### config.mk
export PLATFORM = sky130hd
export DESIGN_NAME = taxi_axi_rd_outstanding_ctrl_flat
export DESIGN_NICKNAME = d
export VERILOG_FILES = /design/src/rtl/taxi_axi_rd_outstanding_ctrl_pkg.sv /design/src/rtl/taxi_axi_rd_outstanding_ctrl_if.sv /design/src/rtl/taxi_axi_rd_outstanding_ctrl_wdt.sv /design/src/rtl/taxi_axi_rd_outstanding_ctrl.sv /design/src/flat_wrapper.sv
export SDC_FILE = /design/constraint.sdc
export NUM_CORES = 1
export LEC_CHECK = 0
export CAP_MARGIN = 5
export CORE_MARGIN = 4
export CORE_UTILIZATION = 30
export CTS_CLUSTER_SIZE = 28
export DETAILED_ROUTE_END_ITERATION = 7
export PLACE_DENSITY = 0.93
export SLEW_MARGIN = 40
export SYNTH_ARGS = -nofsm -noshare
export SYNTH_HDL_FRONTEND = slang
export SYNTH_SLANG_ARGS = --single-unit
### constraint.sdc
create_clock -name clk -period 3.1 [get_ports clk]
set_clock_uncertainty 0.2 [all_clocks]
set_input_delay 0.465 -clock clk [delete_from_list [all_inputs] [get_ports clk]]
set_output_delay 0.465 -clock clk [all_outputs]
set_load 0.03 [all_outputs]
### src/rtl/taxi_axi_rd_outstanding_ctrl_pkg.sv
// taxi_axi_rd_ctrl_pkg: shared state type for the AXI read outstanding controller
package taxi_axi_rd_ctrl_pkg;
  typedef enum logic [1:0] {RUN, DRAIN, DRAINED} rd_ctrl_state_t;
endpackage

### src/rtl/taxi_axi_rd_outstanding_ctrl_if.sv
// taxi_axi_if: AXI4 read-path (AR + R) signal bundle with master/slave modports
interface taxi_axi_if #(
  parameter int DATA_W = 32,
  parameter int ADDR_W = 32,
  parameter int ID_W = 8
);
  logic [ID_W-1:0] arid;
  logic [ADDR_W-1:0] araddr;
  logic [7:0] arlen;
  logic [2:0] arsize;
  logic [1:0] arburst;
  logic arvalid;
  logic arready;
  logic [ID_W-1:0] rid;
  logic [DATA_W-1:0] rdata;
  logic [1:0] rresp;
  logic rlast;
  logic rvalid;
  logic rready;
  modport rd_mst (
    output arid, araddr, arlen, arsize, arburst, arvalid, rready,
    input arready, rid, rdata, rresp, rlast, rvalid
  );
  modport rd_slv (
    input arid, araddr, arlen, arsize, arburst, arvalid, rready,
    output arready, rid, rdata, rresp, rlast, rvalid
  );
endinterface

### src/rtl/taxi_axi_rd_outstanding_ctrl_wdt.sv
// taxi_axi_rd_ctrl_wdt: saturating no-progress timer, expired when the next count hits LIMIT
module taxi_axi_rd_ctrl_wdt #(
  parameter int LIMIT = 1024,
  localparam int W = LIMIT > 0 ? $clog2(LIMIT + 1) : 1
) (
  input  logic clk,
  input  logic rst,
  input  logic clr,
  input  logic en,
  output logic expired
);
  logic [W-1:0] tmr_q, tmr_d;
  always_comb tmr_d = clr ? '0 : (en && tmr_q != W'(LIMIT)) ? tmr_q + W'(1) : tmr_q;
  assign expired = tmr_d == W'(LIMIT);
  always_ff @(posedge clk or posedge rst)
    if (rst) tmr_q <= '0;
    else tmr_q <= tmr_d;
endmodule

### src/rtl/taxi_axi_rd_outstanding_ctrl.sv
// taxi_axi_rd_outstanding_ctrl: AXI4 read issue gate limiting in-flight bursts with drain handshake and watchdog
module taxi_axi_rd_outstanding_ctrl
  import taxi_axi_rd_ctrl_pkg::*;
#(
  parameter int MAX_OUTSTANDING = 16,
  parameter int TIMEOUT = 1024,
  localparam int CNT_W = $clog2(MAX_OUTSTANDING + 1)
) (
  input  logic clk,
  input  logic rst,
  taxi_axi_if.rd_slv s_axi_rd,
  taxi_axi_if.rd_mst m_axi_rd,
  input  logic drain_req,
  output logic drain_ack,
  output logic [CNT_W-1:0] outstanding,
  output logic busy,
  output logic timeout_err,
  output logic underflow_err,
  input  logic err_clr,
  output logic stat_issue,
  output logic stat_done
);
  rd_ctrl_state_t state_q, state_d;
  logic [CNT_W-1:0] cnt_q, cnt_d;
  logic terr_q, terr_d, uf_q, uf_d, si_q, sd_q;
  logic blk, iss, beat, done, expired;
  assign blk = state_q != RUN || cnt_q == CNT_W'(MAX_OUTSTANDING);
  assign m_axi_rd.arvalid = s_axi_rd.arvalid & ~blk;
  assign s_axi_rd.arready = m_axi_rd.arready & ~blk;
  assign m_axi_rd.arid = s_axi_rd.arid;
  assign m_axi_rd.araddr = s_axi_rd.araddr;
  assign m_axi_rd.arlen = s_axi_rd.arlen;
  assign m_axi_rd.arsize = s_axi_rd.arsize;
  assign m_axi_rd.arburst = s_axi_rd.arburst;
  assign s_axi_rd.rid = m_axi_rd.rid;
  assign s_axi_rd.rdata = m_axi_rd.rdata;
  assign s_axi_rd.rresp = m_axi_rd.rresp;
  assign s_axi_rd.rlast = m_axi_rd.rlast;
  assign s_axi_rd.rvalid = m_axi_rd.rvalid;
  assign m_axi_rd.rready = s_axi_rd.rready;
  assign iss = m_axi_rd.arvalid & m_axi_rd.arready;
  assign beat = m_axi_rd.rvalid & m_axi_rd.rready;
  assign done = beat & m_axi_rd.rlast;
  always_comb begin
    cnt_d = (iss & ~done) ? cnt_q + CNT_W'(1) : (done & ~iss & cnt_q != '0) ? cnt_q - CNT_W'(1) : cnt_q;
    uf_d = (done & ~iss & cnt_q == '0) | (uf_q & ~err_clr);
    terr_d = expired | (terr_q & ~err_clr);
    state_d = state_q == RUN ? (drain_req ? DRAIN : RUN) :
              state_q == DRAIN ? (!drain_req ? RUN : cnt_d == '0 ? DRAINED : DRAIN) :
              (drain_req ? DRAINED : RUN);
  end
  if (TIMEOUT > 0) begin : g_wdt
    taxi_axi_rd_ctrl_wdt #(.LIMIT(TIMEOUT)) u_wdt (
      .clk(clk),
      .rst(rst),
      .clr(beat | err_clr | ~busy),
      .en(busy),
      .expired(expired)
    );
  end else begin : g_no_wdt
    assign expired = 1'b0;
  end
  always_ff @(posedge clk or posedge rst)
    if (rst) begin
      state_q <= RUN;
      cnt_q <= '0;
      terr_q <= 1'b0;
      uf_q <= 1'b0;
      si_q <= 1'b0;
      sd_q <= 1'b0;
    end else begin
      state_q <= state_d;
      cnt_q <= cnt_d;
      terr_q <= terr_d;
      uf_q <= uf_d;
      si_q <= iss;
      sd_q <= done;
    end
  assign drain_ack = state_q == DRAINED;
  assign outstanding = cnt_q;
  assign busy = cnt_q != '0;
  assign timeout_err = terr_q;
  assign underflow_err = uf_q;
  assign stat_issue = si_q;
  assign stat_done = sd_q;
endmodule

### src/flat_wrapper.sv
// flat-port wrapper written by rule: the top's interface ports become plain ports
module taxi_axi_rd_outstanding_ctrl_flat import taxi_axi_rd_ctrl_pkg::*;
#(
  parameter int MAX_OUTSTANDING = 16,
  parameter int TIMEOUT = 1024,
  localparam int CNT_W = $clog2(MAX_OUTSTANDING + 1)
)
  (clk, rst, drain_req, drain_ack, outstanding, busy, timeout_err, underflow_err, err_clr, stat_issue, stat_done, s_axi_rd_arid, s_axi_rd_araddr, s_axi_rd_arlen, s_axi_rd_arsize, s_axi_rd_arburst, s_axi_rd_arvalid, s_axi_rd_rready, s_axi_rd_arready, s_axi_rd_rid, s_axi_rd_rdata, s_axi_rd_rresp, s_axi_rd_rlast, s_axi_rd_rvalid, m_axi_rd_arid, m_axi_rd_araddr, m_axi_rd_arlen, m_axi_rd_arsize, m_axi_rd_arburst, m_axi_rd_arvalid, m_axi_rd_rready, m_axi_rd_arready, m_axi_rd_rid, m_axi_rd_rdata, m_axi_rd_rresp, m_axi_rd_rlast, m_axi_rd_rvalid);
  taxi_axi_if s_axi_rd_i ();
  taxi_axi_if m_axi_rd_i ();
  input  logic clk;
  input  logic rst;
  input  logic drain_req;
  output logic drain_ack;
  output logic [CNT_W-1:0] outstanding;
  output logic busy;
  output logic timeout_err;
  output logic underflow_err;
  input  logic err_clr;
  output logic stat_issue;
  output logic stat_done;
  input wire logic [$bits(s_axi_rd_i.arid)-1:0] s_axi_rd_arid;
  input wire logic [$bits(s_axi_rd_i.araddr)-1:0] s_axi_rd_araddr;
  input wire logic [$bits(s_axi_rd_i.arlen)-1:0] s_axi_rd_arlen;
  input wire logic [$bits(s_axi_rd_i.arsize)-1:0] s_axi_rd_arsize;
  input wire logic [$bits(s_axi_rd_i.arburst)-1:0] s_axi_rd_arburst;
  input wire logic [$bits(s_axi_rd_i.arvalid)-1:0] s_axi_rd_arvalid;
  input wire logic [$bits(s_axi_rd_i.rready)-1:0] s_axi_rd_rready;
  output wire logic [$bits(s_axi_rd_i.arready)-1:0] s_axi_rd_arready;
  output wire logic [$bits(s_axi_rd_i.rid)-1:0] s_axi_rd_rid;
  output wire logic [$bits(s_axi_rd_i.rdata)-1:0] s_axi_rd_rdata;
  output wire logic [$bits(s_axi_rd_i.rresp)-1:0] s_axi_rd_rresp;
  output wire logic [$bits(s_axi_rd_i.rlast)-1:0] s_axi_rd_rlast;
  output wire logic [$bits(s_axi_rd_i.rvalid)-1:0] s_axi_rd_rvalid;
  output wire logic [$bits(m_axi_rd_i.arid)-1:0] m_axi_rd_arid;
  output wire logic [$bits(m_axi_rd_i.araddr)-1:0] m_axi_rd_araddr;
  output wire logic [$bits(m_axi_rd_i.arlen)-1:0] m_axi_rd_arlen;
  output wire logic [$bits(m_axi_rd_i.arsize)-1:0] m_axi_rd_arsize;
  output wire logic [$bits(m_axi_rd_i.arburst)-1:0] m_axi_rd_arburst;
  output wire logic [$bits(m_axi_rd_i.arvalid)-1:0] m_axi_rd_arvalid;
  output wire logic [$bits(m_axi_rd_i.rready)-1:0] m_axi_rd_rready;
  input wire logic [$bits(m_axi_rd_i.arready)-1:0] m_axi_rd_arready;
  input wire logic [$bits(m_axi_rd_i.rid)-1:0] m_axi_rd_rid;
  input wire logic [$bits(m_axi_rd_i.rdata)-1:0] m_axi_rd_rdata;
  input wire logic [$bits(m_axi_rd_i.rresp)-1:0] m_axi_rd_rresp;
  input wire logic [$bits(m_axi_rd_i.rlast)-1:0] m_axi_rd_rlast;
  input wire logic [$bits(m_axi_rd_i.rvalid)-1:0] m_axi_rd_rvalid;
  assign s_axi_rd_i.arid = s_axi_rd_arid;
  assign s_axi_rd_i.araddr = s_axi_rd_araddr;
  assign s_axi_rd_i.arlen = s_axi_rd_arlen;
  assign s_axi_rd_i.arsize = s_axi_rd_arsize;
  assign s_axi_rd_i.arburst = s_axi_rd_arburst;
  assign s_axi_rd_i.arvalid = s_axi_rd_arvalid;
  assign s_axi_rd_i.rready = s_axi_rd_rready;
  assign s_axi_rd_arready = s_axi_rd_i.arready;
  assign s_axi_rd_rid = s_axi_rd_i.rid;
  assign s_axi_rd_rdata = s_axi_rd_i.rdata;
  assign s_axi_rd_rresp = s_axi_rd_i.rresp;
  assign s_axi_rd_rlast = s_axi_rd_i.rlast;
  assign s_axi_rd_rvalid = s_axi_rd_i.rvalid;
  assign m_axi_rd_arid = m_axi_rd_i.arid;
  assign m_axi_rd_araddr = m_axi_rd_i.araddr;
  assign m_axi_rd_arlen = m_axi_rd_i.arlen;
  assign m_axi_rd_arsize = m_axi_rd_i.arsize;
  assign m_axi_rd_arburst = m_axi_rd_i.arburst;
  assign m_axi_rd_arvalid = m_axi_rd_i.arvalid;
  assign m_axi_rd_rready = m_axi_rd_i.rready;
  assign m_axi_rd_i.arready = m_axi_rd_arready;
  assign m_axi_rd_i.rid = m_axi_rd_rid;
  assign m_axi_rd_i.rdata = m_axi_rd_rdata;
  assign m_axi_rd_i.rresp = m_axi_rd_rresp;
  assign m_axi_rd_i.rlast = m_axi_rd_rlast;
  assign m_axi_rd_i.rvalid = m_axi_rd_rvalid;
  taxi_axi_rd_outstanding_ctrl #(.MAX_OUTSTANDING(MAX_OUTSTANDING), .TIMEOUT(TIMEOUT)) u_core (.clk(clk), .rst(rst), .s_axi_rd(s_axi_rd_i), .m_axi_rd(m_axi_rd_i), .drain_req(drain_req), .drain_ack(drain_ack), .outstanding(outstanding), .busy(busy), .timeout_err(timeout_err), .underflow_err(underflow_err), .err_clr(err_clr), .stat_issue(stat_issue), .stat_done(stat_done));
endmodule
After elaboration in Yosys (flattened, before gate mapping). Cells that the tools add are included.

Bits in registers: 22. Input port bits: 104. Output and inout port bits: 111. Logic and storage cells: 52.

Add/sub/neg operators: 3. Equality and inequality tests: 5. Multiplexer cells: 10. Bitwise gates (word level): 20. Reduce and logical (&&, ||, !) cells: 7.

Operators by type and width (count): $mux W11 (2); $add A11 B1 Y11 const B (1); $and A1 B1 Y1 (11); $eq A11 B11 Y1 const B (1); $ne A11 B11 Y1 const B (1); $logic_not A5 Y1 (2); $mux W2 (5); $mux W5 (2); $add A5 B1 Y5 const B (1); $eq A5 B5 Y1 const B (1); $not A1 Y1 (5); $reduce_bool A5 Y1 (1); $sub A5 B1 Y5 const B (1); $or A1 B1 Y1 (4); $eq A2 B1 Y1 const B (1); $eq A2 B2 Y1 const B (1); $logic_not A2 Y1 (1); $reduce_bool A2 Y1 (1); $logic_and A1 B1 Y1 (1); $logic_or A1 B1 Y1 (1); $mux W1 (1).

Longest topological paths before layout. Gate-level depths: netlist (run 1).

Depth in word-level cells: 15. Mapped depth: 9.

By module. A second synthesis (run 1) with hierarchy kept.

Cells, all modules: 258. Area total of the unflattened synthesis: 2294.7 um2.

Modules (own cells, without submodules): taxi_axi_rd_outstanding_ctrl (times used 1, cells an instance 177, area each 1532.7 um2, sequential area each 275.3 um2); taxi_axi_rd_ctrl_wdt (times used 1, cells an instance 81, area each 762.0 um2, sequential area each 275.3 um2).

Least setup slack after synthesis (run 1). No wires, ideal clock.

Kind: register to register. Start: reg u_core.cnt_q[0] (netlist: u_core.outstanding[0]). End: reg u_core.state_q[0]. Arrival time: 2.122 ns. Data required time: 2.781 ns. Slack: 0.659 ns. Stages on the path, launching flop included: 10. Path buffers: 0. Clock period less this slack: 2.441 ns. Cells stage by stage: dfrtp_1 > inv_1 > ha_1 > nor4b_4 > inv_2 > nand2_1 > nor3_1 > o31ai_2 > a41oi_2 > and2_1.

Elaborated cells on any way between the ends: 19. Classes of those cells: 2 x add/sub; 1 x eq/ne; 6 x mux; 7 x bitwise; 3 x reduce/logical.

RTL lines: from (decl) (line taxi_axi_rd_outstanding_ctrl.sv:24) `logic [CNT_W-1:0] cnt_q, cnt_d;`; from (signal assigned) (line taxi_axi_rd_outstanding_ctrl.sv:73) `cnt_q <= cnt_d;`; $reduce_bool A5 Y1; named net busy (line flat_wrapper.sv:16) `output logic busy;`; $and A1 B1 Y1 (line taxi_axi_rd_outstanding_ctrl.sv:45) `cnt_d = (iss & ~done) ? cnt_q + CNT_W'(1) : (done & ~iss & cnt_q != '0) ? cnt_q - CNT_W'(1) : cnt_q;`; $mux W5 (2 in series) (line taxi_axi_rd_outstanding_ctrl.sv:45); $logic_not A5 Y1 (line taxi_axi_rd_outstanding_ctrl.sv:49) `state_q == DRAIN ? (!drain_req ? RUN : cnt_d == '0 ? DRAINED : DRAIN) :`; $mux W2 (3 in series) (line taxi_axi_rd_outstanding_ctrl.sv:49); $mux W2 (line taxi_axi_rd_outstanding_ctrl.sv:48) `state_d = state_q == RUN ? (drain_req ? DRAIN : RUN) :`; named net u_core.state_d[0] (line taxi_axi_rd_outstanding_ctrl.sv:23) `rd_ctrl_state_t state_q, state_d;`; to (signal assigned) (line taxi_axi_rd_outstanding_ctrl.sv:72) `state_q <= state_d;`; to (decl) (line taxi_axi_rd_outstanding_ctrl.sv:23).

The timed path passes the listed nets, and every way through them passes these cells.

Worst setup path in the final report (run 1).
Start: reg u_core.cnt_q[0] (netlist: u_core.outstanding[0]). End: out busy.

Word-level cells in the longest chain between the ends: 1.

Ends and longest elaborated chain: $reduce_bool A5 Y1 (line taxi_axi_rd_outstanding_ctrl.sv:81) `assign busy = cnt_q != '0;`; to (decl) (line flat_wrapper.sv:16).

Every way passes these cells.

==> results.tsv, run 1 <==
stage	metric	value	unit
synthesis	Syn Nets	360	
worst_setup_path	CP startpoint kind	register	
pwr	power after layout	1.23	mW
floorplanning	Starting Density	31.4	%
grt	global-route wire length before repair	6320	um
floorplanning	die width	93.1	um
grt	number of global-route vias before repair	1314	
clock_network	clk sinks	22	
timing	Final Hold Fails	0	
placed_design	GPL Wtd Cong	0.842	
timing	final setup violation count	0	
routing	drt initial violations	89	
clock_network	CTS tree	yes	
timing	worst hold slack	0.335	ns
synthesis	Mapped Cells	251	
synthesis	post-synthesis sequential area ratio	25.4	%
floorplanning	core area	0.00691	mm^2
timing	slew margin rel.	70.2	%
routing	Vias	1341	
pwr	Worst IR Drop VDD	0.215	mV
clock_network	clock-pin slew on the worst setup and hold paths	0.08	ns
grt	total grt overflow	0	
placed_design	pre-CTS WS	0.390	ns
routing	router iterations before antenna repair	4	
worst_setup_path	Worst EP required	2.43	ns
floorplanning	num ports	215	
routing	final wirelength	3920	um
grt	total global-route track usage	9.02	%
timing	fin. max-slew vios	0	
floorplanning	Die Area	0.00866	mm^2
routing	Residual DRC	0	
synthesis	EDFF count, synth	0	
flow_run	MaxCap Viol Count	0	
routing	vias per inst	4.93	
grt	largest net degree at the start of global routing	23	
clock_network	clock latency on the worst-skew pair	0.27	ns
worst_setup_path	nature of the critical path endpoint	output pin	
worst_setup_path	Setup Crit Path Kind	register to output pin	
routing	wire per inst	14.4	um
floorplanning	standard-cell rows	30	
floorplanning	Die Y	93.1	um
final_layout	Ant. Diodes	0	
timing	post-layout min period	2.91	ns
worst_hold_path	hold_sp	u_core.timeout_err	
synthesis	mapped cell area	0.00217	mm^2
worst_setup_path	R2R Path Start	u_core.outstanding[0]	
synthesis	Synth Flop Type	dfrtp_1	
worst_setup_path	Crit path buffers/inverters	3	
final_layout	fin nets	286	
worst_setup_path	Critical Path Start	u_core.outstanding[0]	
synthesis	post-synthesis cell type count	45	
worst_setup_path	slowest library cell on the worst path	clkdlybuf4s50_1	
clock_network	post-CTS resize count	0	
clock_network	H-tree levels	1	
worst_setup_path	CP cell instances	inv_1 -> ha_1 -> nor4b_4 -> inv_2 -> clkdlybuf4s50_1	
timing	RSZ-0062 raised after global routing	false	
timing	final worst slack	0.188	ns
pwr	Power Dens Cells	664	mW/mm^2
final_layout	Area Growth Syn to Fin	-15.0	%
worst_setup_path	crit-path leading delay family	buffers and inverters	
outcome	status	complete, no violations	
synthesis	Synth async-reset ratio	100	%
final_layout	Util after Layout	26.7	%
clock_network	setup bufs post-CTS	0	
synthesis	syn avg cell area	8.65	um^2
timing	worst slew pin tran	0.447	ns
pwr	Leak	0.722	nW
clock_network	CTS buffer count	3	
grt	initial antenna violation count	0	
timing	Post-Route Setup TNS	0	ns
worst_setup_path	worst-path fanout max	8	
clock_network	CTS max path bufs	2	
timing	Max Fclk	343	MHz
placed_design	hpwl dp	2980	um
clock_network	Root Buffer	clkbuf_8	
synthesis	register bit total from synthesis	22	
routing	Final ANT Viol Nets	0	
worst_setup_path	Worst Path Arrival	2.25	ns
placed_design	I/O Buffers	24	
synthesis	yosys warns	0	
worst_setup_path	CP peak stage delay	0.62	ns
clock_network	Hold Buf Count CTS	0	
worst_hold_path	Hold WC Path Type	register to register	
final_layout	fraction of layout cells with a size suffix above 1	9.09	%
timing	final period utilization	93.9	%
[per-stage QoR]
step                      cell area (um^2)  instances
after floorplan                       2170        251
after global placement                1770        268
after detailed placement              1770        268
after CTS                             1850        272
after global routing                  1850        272
final                                 1850        272
[cells in the mapped netlist, drive strengths merged, types with 3 or more instances]
| cell type | number | area (um^2) |
|---|---|---|
| o21ai | 5 | 25.0 |
| mux2i | 3 | 30.0 |
| and2 | 4 | 26.3 |
| nand2 | 6 | 30.0 |
| inv | 14 | 52.6 |
| clkbuf | 3 | 11.3 |
| buf | 100 | 746 |
| nand4 | 4 | 25.0 |
| dfrtp | 22 | 551 |
| nand3 | 6 | 35.0 |
| ha | 5 | 62.6 |
| xnor2 | 11 | 96.3 |
| nor2 | 22 | 82.6 |
| nor3 | 5 | 25.0 |
| xor2 | 5 | 43.8 |
[worst min-delay path, delay by kind of cell, from the launching register on]
| kind | cells | cell delay [ns] |
|---|---|---|
| flip-flops | 1 | 0.38 |
| buffers and inverters | 1 | 0.05 |
| AO/OA/AOI/OAI | 1 | 0.06 |
[state kept, by name (all words and copies together), names as in the netlist]
| name | count |
|---|---|
| u_core.g_wdt.u_wdt.tmr_q | 11 |
| u_core.outstanding | 5 |
| u_core.stat_done | 1 |
| u_core.stat_issue | 1 |
| u_core.state_q | 2 |
| u_core.timeout_err | 1 |
| u_core.underflow_err | 1 |
[worst paths after layout]
| check | slack (ns) | end | cells after the start |
|---|---|---|---|
| worst max-delay path | 0.19 | busy | 5 |
| worst min-delay path | 0.33 | u_core.timeout_err | 2 |
| worst max register to register | 0.57 | u_core.state_q[0] | 9 |
| worst min register to register | 0.33 | u_core.timeout_err | 2 |
| max in group asynchronous | 2.05 | u_core.g_wdt.u_wdt.tmr_q[10] | 2 |
| min in group asynchronous | 0.34 | u_core.g_wdt.u_wdt.tmr_q[3] | 2 |
[kinds of logic (layout without fill, tap and decap cells)]
group / after synthesis / after routing / synth area share [%]
flip-flops: 22 / 22 / 25.4
adder cells (fa/ha/maj): 5 / 5 / 2.88
AND/OR/NAND/NOR: 66 / 66 / 18.7
XOR/XNOR: 16 / 16 / 6.46
AO/OA/AOI/OAI: 22 / 22 / 7.90
multiplexers: 3 / 3 / 1.38
buffers and inverters: 117 / 42 / 37.3
[power by group]
part	switching, mW	leakage (nW)	internal (mW)	total (mW)
clock	0.0993	0.0357	0.173	0.272
sequential	0.0976	0.293	0.332	0.429
combinational	0.293	0.394	0.231	0.524
total	0.490	0.722	0.736	1.23
[metal layers]
layer | GRT usage (%) | vias to the layer above | wire (um)
li1 | - | 589 | -
met1 | 9.95 | 627 | 1490
met2 | 13.5 | 84 | 1780
met3 | 2.57 | 41 | 366
met4 | 9.16 | 0 | 283
met5 | 0 | - | 0
[placed cells by master (no fill, tap or decap), drive strengths merged, types with 2 or more instances in the layout]
cell,n
a211oi,2
a21oi,2
and2,4
and3,2
and4,2
clkbuf,3
clkdlybuf4s50,24
dfrtp,22
ha,5
inv,14
mux2i,3
nand2,6
nand2b,2
nand3,6
nand3b,2
nand4,4
nor2,22
nor2b,2
nor3,5
nor3b,2
nor4bb,2
o21ai,5
o221ai,2
o22ai,2
or3,2
xnor2,11
xor2,5
[final cells by class]
type / instances / area (um^2)
clock inverter: 1 / 30.0
multi-input combinational: 112 / 811
clock buffer: 3 / 41.3
tap: 96 / 120
timing repair buffer: 24 / 240
fill: 730 / 5060
inverter: 14 / 52.6
sequential: 22 / 551
(Power assumes the default switching activity.)
==> run 2, diff against run 1 <==
--- a/config.mk
+++ b/config.mk
@@ -6,11 +6,11 @@
 export NUM_CORES = 1
 export LEC_CHECK = 0
 export CAP_MARGIN = 5
-export CORE_MARGIN = 4
-export CORE_UTILIZATION = 30
+export CORE_UTILIZATION = 26
 export CTS_CLUSTER_SIZE = 28
 export DETAILED_ROUTE_END_ITERATION = 7
-export PLACE_DENSITY = 0.93
+export GPL_TIMING_DRIVEN = 0
+export PLACE_DENSITY = 0.83
 export SLEW_MARGIN = 40
 export SYNTH_ARGS = -nofsm -noshare
 export SYNTH_HDL_FRONTEND = slang
==> run 2 against run 1 <==
Die area is 0.67% higher. Sequential power shrank 1%. Non-clock buffer count increased by 198. Global-route usage increased by 2.3 points. Routed wire length increased by 37%. Hold slack hardly changed. Utilization grew 18 points. Fmax increased by 1.3%. Worst setup slack better by 0.037 ns. Cell count increased by 75%. Via count up 51%. Design area increased by 91%.
==> results.tsv, run 2 (synthesis results as in run 1) <==
stage	metric	value	unit	change
grt	layer with the highest usage	met2		
routing	drt initial violations	56		-37%
timing	Max Fclk	348	MHz	+1.3%
timing	fin. max-slew vios	0		unchanged
clock_network	clock-pin slew on the worst setup and hold paths	0.08	ns	about the same
worst_setup_path	instance count on the critical path	5		unchanged
final_layout	Ant. Diodes	0		unchanged
routing	router iterations before antenna repair	4		unchanged
clock_network	setup bufs post-CTS	0		unchanged
final_layout	FILL cells	776		+6.3%
grt	number of global-route vias before repair	1860		+42%
floorplanning	core area	0.00789	mm^2	+14%
grt	initial antenna violation count	0		unchanged
routing	vias per inst	4.27		-13%
worst_setup_path	R2R Path Start	u_core.outstanding[0]		
clock_network	clock latency on the worst-skew pair	0.26	ns	about the same
timing	final worst slack	0.225	ns	+0.0369 ns
timing	final setup violation count	0		unchanged
placed_design	pre-CTS WS	0.417	ns	+0.0270 ns
final_layout	most frequent cells in the layout	clkdlybuf4s50_1 (119), buf_4 (98), nor2_1 (22), dfrtp_1 (22), inv_1 (12)		
routing	Residual DRC	0		unchanged
floorplanning	Die Y	93.4	um	+0.33%
final_layout	Biggest register	u_core.g_wdt.u_wdt.tmr_q		
timing	worst slew pin tran	0.461	ns	+0.0147 ns
pwr	Worst IR Drop VDD	0.208	mV	-3.4%
worst_setup_path	Worst EP required	2.43	ns	about the same
worst_setup_path	Setup Crit Path Kind	register to output pin		
worst_setup_path	Setup crit end	busy		
worst_setup_path	R2R depth	9		unchanged
worst_setup_path	reg2reg end	u_core.state_q[0]		
worst_setup_path	CP cell instances	inv_1 -> ha_1 -> nor4b_4 -> inv_2 -> clkdlybuf4s50_1		
grt	global-route wire length before repair	8050	um	+27%
grt	met3 usage	1.71	%	-0.87 points
worst_setup_path	CP peak stage delay	0.62	ns	about the same
final_layout	fraction of layout cells with a size suffix above 1	30.8	%	+22 points
worst_setup_path	worst-path fanout max	8		unchanged
grt	met2 GRT Util	22.1	%	+8.6 points
floorplanning	standard-cell rows	32		+6.7%
final_layout	fin nets	484		+69%
timing	RSZ-0062 raised after global routing	false		
pwr	Power Dens Cells	413	mW/mm^2	-38%
placed_design	GPL Wtd Cong	0.842		unchanged
flow_run	MaxCap Viol Count	0		unchanged
final_layout	commonest non-fill, non-tap cell in the layout	clkdlybuf4s50_1		
grt	met1 usage	12.0	%	+2.0 points
clock_network	Root Buffer	clkbuf_8		
worst_setup_path	nature of the critical path endpoint	output pin		
placed_design	hpwl dp	4580	um	+54%
grt	total grt overflow	0		unchanged
worst_setup_path	Worst Path Arrival	2.21	ns	-0.04 ns
timing	Final Hold Fails	0		unchanged
floorplanning	Starting Density	27.5	%	-3.9 points
timing	final period utilization	92.7	%	-1.2 points
timing	post-layout min period	2.87	ns	-0.0369 ns
grt	total global-route track usage	11.3	%	+2.3 points
routing	Final ANT Viol Nets	0		unchanged
worst_setup_path	Critical Path Start	u_core.outstanding[0]		
grt	largest net degree at the start of global routing	23		unchanged
worst_setup_path	CP startpoint kind	register		
worst_setup_path	R2R setup slack	0.63	ns	+0.06 ns
floorplanning	Die Area	0.00872	mm^2	+0.67%
worst_setup_path	Crit path buffers/inverters	3		unchanged
floorplanning	die width	93.4	um	+0.33%
final_layout	Area Growth Syn to Fin	62.7	%	
worst_setup_path	slowest library cell on the worst path	clkdlybuf4s50_1		
clock_network	CTS buffer count	3		unchanged
timing	Post-Route Setup TNS	0	ns	unchanged
routing	final wirelength	5370	um	+37%
clock_network	Hold Buf Count CTS	0		unchanged
clock_network	CTS max path bufs	2		unchanged
clock_network	CTS tree	yes		
outcome	status	complete, no violations		
clock_network	clk sinks	22		unchanged
pwr	Leak	1.57	nW	+120%
clock_network	H-tree levels	1		unchanged
timing	slew margin rel.	69.2	%	-0.98 points
routing	Vias	2026		+51%
worst_setup_path	crit-path leading delay family	buffers and inverters		
final_layout	max reg flops	11		unchanged
final_layout	area occupied by multi-input gates	811	um^2	unchanged
clock_network	post-CTS resize count	0		unchanged
routing	wire per inst	11.3	um	-22%
placed_design	I/O Buffers	119		+400%
final_layout	sequential cell area	551	um^2	unchanged
floorplanning	num ports	215		unchanged
worst_hold_path	Hold WC Path Type	primary input to async pin		
-- run 2: cell types whose count changed in the layout (fill, tap and decap cells not counted) --
cell	change
buf_2	+2
buf_4	+98
bufinv_16	-1
clkdlybuf4s50_1	+95
clkbuf_1	+3
-- run 2: final cells by class --
| class | count | area share, % |
|---|---|---|
| repair buffers | 119 | 33.7 |
| well taps | 102 | 3.61 |
| plain buffers | 103 | 21.4 |
| inverters | 14 | 1.49 |
| flip-flops and latches | 22 | 15.6 |
| multi-input cells | 112 | 23.0 |
| clock buffers | 3 | 1.17 |
-- run 2: worst min path at each step --
stage,from,endpoint,slack [ns],cells past startpoint
floorplan,rst,u_core.g_wdt.u_wdt.tmr_q[0],0.25,1
global placement,u_core.underflow_err,u_core.underflow_err,0.31,2
detailed placement,u_core.underflow_err,u_core.underflow_err,0.33,2
CTS,u_core.underflow_err,u_core.underflow_err,0.34,2
global route,u_core.underflow_err,u_core.underflow_err,0.38,2
finish,rst,u_core.g_wdt.u_wdt.tmr_q[0],0.33,2
-- run 2: per-layer routing --
metal | vias to the layer above | share of wire, %
li1 | 979 | -
met1 | 915 | 35
met2 | 128 | 53
met3 | 4 | 11
met4 | 0 | 1.0
met5 | - | 0
-- run 2: stage by stage --
step | cells | total power, mW | hold slack, ns | cell area [um^2] | util [%]
3_3_place_gp | 472 | 1.28 | 0.314 | 3490 | 44.2
4_1_cts | 475 | 1.47 | 0.340 | 3530 | 44.8
2_1_floorplan | 251 | 0.997 | 0.254 | 2170 | -
3_5_place_dp | 472 | 1.29 | 0.326 | 3490 | 44.2
6_report | 475 | 1.46 | 0.334 | 3530 | 44.8
5_1_grt | 475 | 1.55 | 0.380 | 3530 | 44.8
-- run 2: report_power, final --
group          leakage [nW]  switching (mW)  total [mW]  internal [mW]
clock                0.0216          0.0873       0.174         0.0866
combinational          1.25           0.449       0.862          0.413
sequential            0.293          0.0925       0.424          0.332
total                  1.57           0.629        1.46          0.831
-- run 2: worst reg2reg max path, cell delays in order, from the launching register on --
cell	delay, ns
dfrtp_1	0.47
inv_1	0.14
ha_1	0.25
nor4b_4	0.35
inv_2	0.13
nand4_1	0.12
o21ai_0	0.11
xnor2_1	0.26
a41oi_2	0.16
and2_1	0.18
==> run 3, diff against run 2 <==
--- a/config.mk
+++ b/config.mk
@@ -5,13 +5,13 @@
 export SDC_FILE = /design/constraint.sdc
 export NUM_CORES = 1
 export LEC_CHECK = 0
+export ABC_CLOCK_PERIOD_IN_PS = 3100
 export CAP_MARGIN = 5
 export CORE_UTILIZATION = 26
 export CTS_CLUSTER_SIZE = 28
 export DETAILED_ROUTE_END_ITERATION = 7
 export GPL_TIMING_DRIVEN = 0
 export PLACE_DENSITY = 0.83
-export SLEW_MARGIN = 40
 export SYNTH_ARGS = -nofsm -noshare
 export SYNTH_HDL_FRONTEND = slang
 export SYNTH_SLANG_ARGS = --single-unit
==> run 3 against run 2 <==
Utilization unchanged. Clock power about the same. Via count unchanged. Critical path depth unchanged. Sequential cell count unchanged. Non-clock buffer count unchanged. Worst setup slack unchanged. Sequential share of layout area unchanged. First-iteration DRC count unchanged. Power about the same. Sequential power about the same. Critical endpoint unchanged. Highest routed layer unchanged.
==> results.tsv, run 3 (synthesis results as in run 1) <==
stage	metric	value	unit	change
timing	RSZ-0062 raised after global routing	false		
floorplanning	Starting Density	27.5	%	unchanged
placed_design	placed inst area	0.00349	mm^2	unchanged
final_layout	Area Growth Syn to Fin	62.7	%	unchanged
final_layout	design area	0.00353	mm^2	unchanged
grt	initial antenna violation count	0		unchanged
grt	number of global-route vias before repair	1860		unchanged
routing	router iterations before antenna repair	4		unchanged
final_layout	Ant. Diodes	0		unchanged
clock_network	clock-pin slew on the worst setup and hold paths	0.08	ns	about the same
grt	total global-route track usage	11.3	%	unchanged
final_layout	fin nets	484		unchanged
floorplanning	standard-cell rows	32		unchanged
worst_setup_path	Setup Crit Path Kind	register to output pin		
pwr	Worst IR Drop VDD	0.208	mV	about the same
clock_network	clk sinks	22		unchanged
clock_network	CTS tree	yes		
worst_setup_path	worst-path fanout max	8		unchanged
routing	final wirelength	5370	um	unchanged
final_layout	most frequent cells in the layout	clkdlybuf4s50_1 (119), buf_4 (98), nor2_1 (22), dfrtp_1 (22), inv_1 (13)		
timing	final setup violation count	0		unchanged
timing	Final Hold Fails	0		unchanged
flow_run	MaxCap Viol Count	0		unchanged
timing	post-layout min period	2.87	ns	unchanged
final_layout	max reg flops	11		unchanged
clock_network	H-tree levels	1		unchanged
routing	vias per inst	4.27		unchanged
placed_design	Placed Instances	472		unchanged
final_layout	Biggest register	u_core.g_wdt.u_wdt.tmr_q		
routing	wire per inst	11.3	um	unchanged
pwr	Power Dens Cells	413	mW/mm^2	about the same
floorplanning	core area	0.00789	mm^2	unchanged
clock_network	setup bufs post-CTS	0		unchanged
worst_setup_path	Worst EP required	2.43	ns	about the same
timing	fin. max-slew vios	0		unchanged
final_layout	commonest non-fill, non-tap cell in the layout	clkdlybuf4s50_1		
grt	global-route wire length before repair	8050	um	unchanged
clock_network	Root Buffer	clkbuf_8		
floorplanning	num ports	215		unchanged
timing	worst slew pin tran	0.835	ns	+0.374 ns
routing	Final ANT Viol Nets	0		unchanged
outcome	status	complete, no violations		
floorplanning	Die Area	0.00872	mm^2	unchanged
floorplanning	Die Y	93.4	um	unchanged
clock_network	clock latency on the worst-skew pair	0.26	ns	about the same
routing	Vias	2026		unchanged
worst_setup_path	Worst Path Arrival	2.21	ns	about the same
timing	slew margin rel.	44.2	%	-25 points
final_layout	Finished Layout Cells	475		unchanged
grt	total grt overflow	0		unchanged
pwr	Leak	1.57	nW	about the same
routing	drt initial violations	56		unchanged
clock_network	post-CTS resize count	0		unchanged
routing	Residual DRC	0		unchanged
final_layout	Util after Layout	44.8	%	unchanged
clock_network	Hold Buf Count CTS	0		unchanged
clock_network	CTS buffer count	3		unchanged
worst_setup_path	CP startpoint kind	register		
floorplanning	die width	93.4	um	unchanged
pwr	power after layout	1.46	mW	about the same
clock_network	CTS max path bufs	2		unchanged
placed_design	hpwl dp	4580	um	unchanged
final_layout	fraction of layout cells with a size suffix above 1	30.6	%	-0.27 points
placed_design	I/O Buffers	119		unchanged
worst_hold_path	Hold WC Path Type	register to register		
timing	Max Fclk	348	MHz	unchanged
placed_design	GPL Wtd Cong	0.842		unchanged
timing	final period utilization	92.7	%	unchanged
grt	largest net degree at the start of global routing	23		unchanged
timing	Post-Route Setup TNS	0	ns	unchanged
worst_setup_path	nature of the critical path endpoint	output pin		
run 3: cell counts in the layout (fill, tap and decap cells not counted):
Identical to the previous run, type by type.
run 3: final cells by class:
| cell class | instances | area, um^2 |
|---|---|---|
| Buffer | 103 | 757 |
| Clock buffer | 3 | 41.3 |
| Fill cell | 776 | 4360 |
| Inverter | 14 | 52.6 |
| Multi-Input combinational cell | 112 | 811 |
| Sequential cell | 22 | 551 |
| Tap cell | 102 | 128 |
| Timing Repair Buffer | 119 | 1190 |
run 3: through the flow:
stage	setup slack (ns)	hold WS [ns]
floorplan	0.659	0.254
global placement	0.471	0.314
detailed placement	0.417	0.326
CTS	0.202	0.340
global route	0.0972	0.380
finish	0.225	0.341
run 3: routing by layer:
metal	part of all wire, %	vias to the layer above	global-route usage, %
met1	35	915	12.0
met3	11	4	1.71
li1	-	979	-
met4	1.0	0	4.49
met5	0	-	0
met2	53	128	22.1
run 3: power breakdown:
part / switching [mW] / internal, mW / total, mW / leakage, nW
logic: 0.449 / 0.413 / 0.861 / 1.25
clock network: 0.0873 / 0.0866 / 0.174 / 0.0216
registers: 0.0925 / 0.332 / 0.424 / 0.293
run 3: worst paths after layout:
check	cells after the start	slack (ns)	startpoint	to
worst max-delay path	5	0.23	u_core.outstanding[0]	busy
worst min-delay path	2	0.34	u_core.underflow_err	u_core.underflow_err
worst max register to register	9	0.63	u_core.outstanding[0]	u_core.state_q[0]
worst min register to register	2	0.34	u_core.underflow_err	u_core.underflow_err
max in group asynchronous	2	1.71	rst	u_core.g_wdt.u_wdt.tmr_q[7]
min in group asynchronous	2	0.47	rst	u_core.g_wdt.u_wdt.tmr_q[0]
run 3: worst max-delay path, stage by stage (launching register included):
cell	delay, ns
dfrtp_1	0.47
inv_1	0.14
ha_1	0.25
nor4b_4	0.35
inv_2	0.13
clkdlybuf4s50_1	0.62
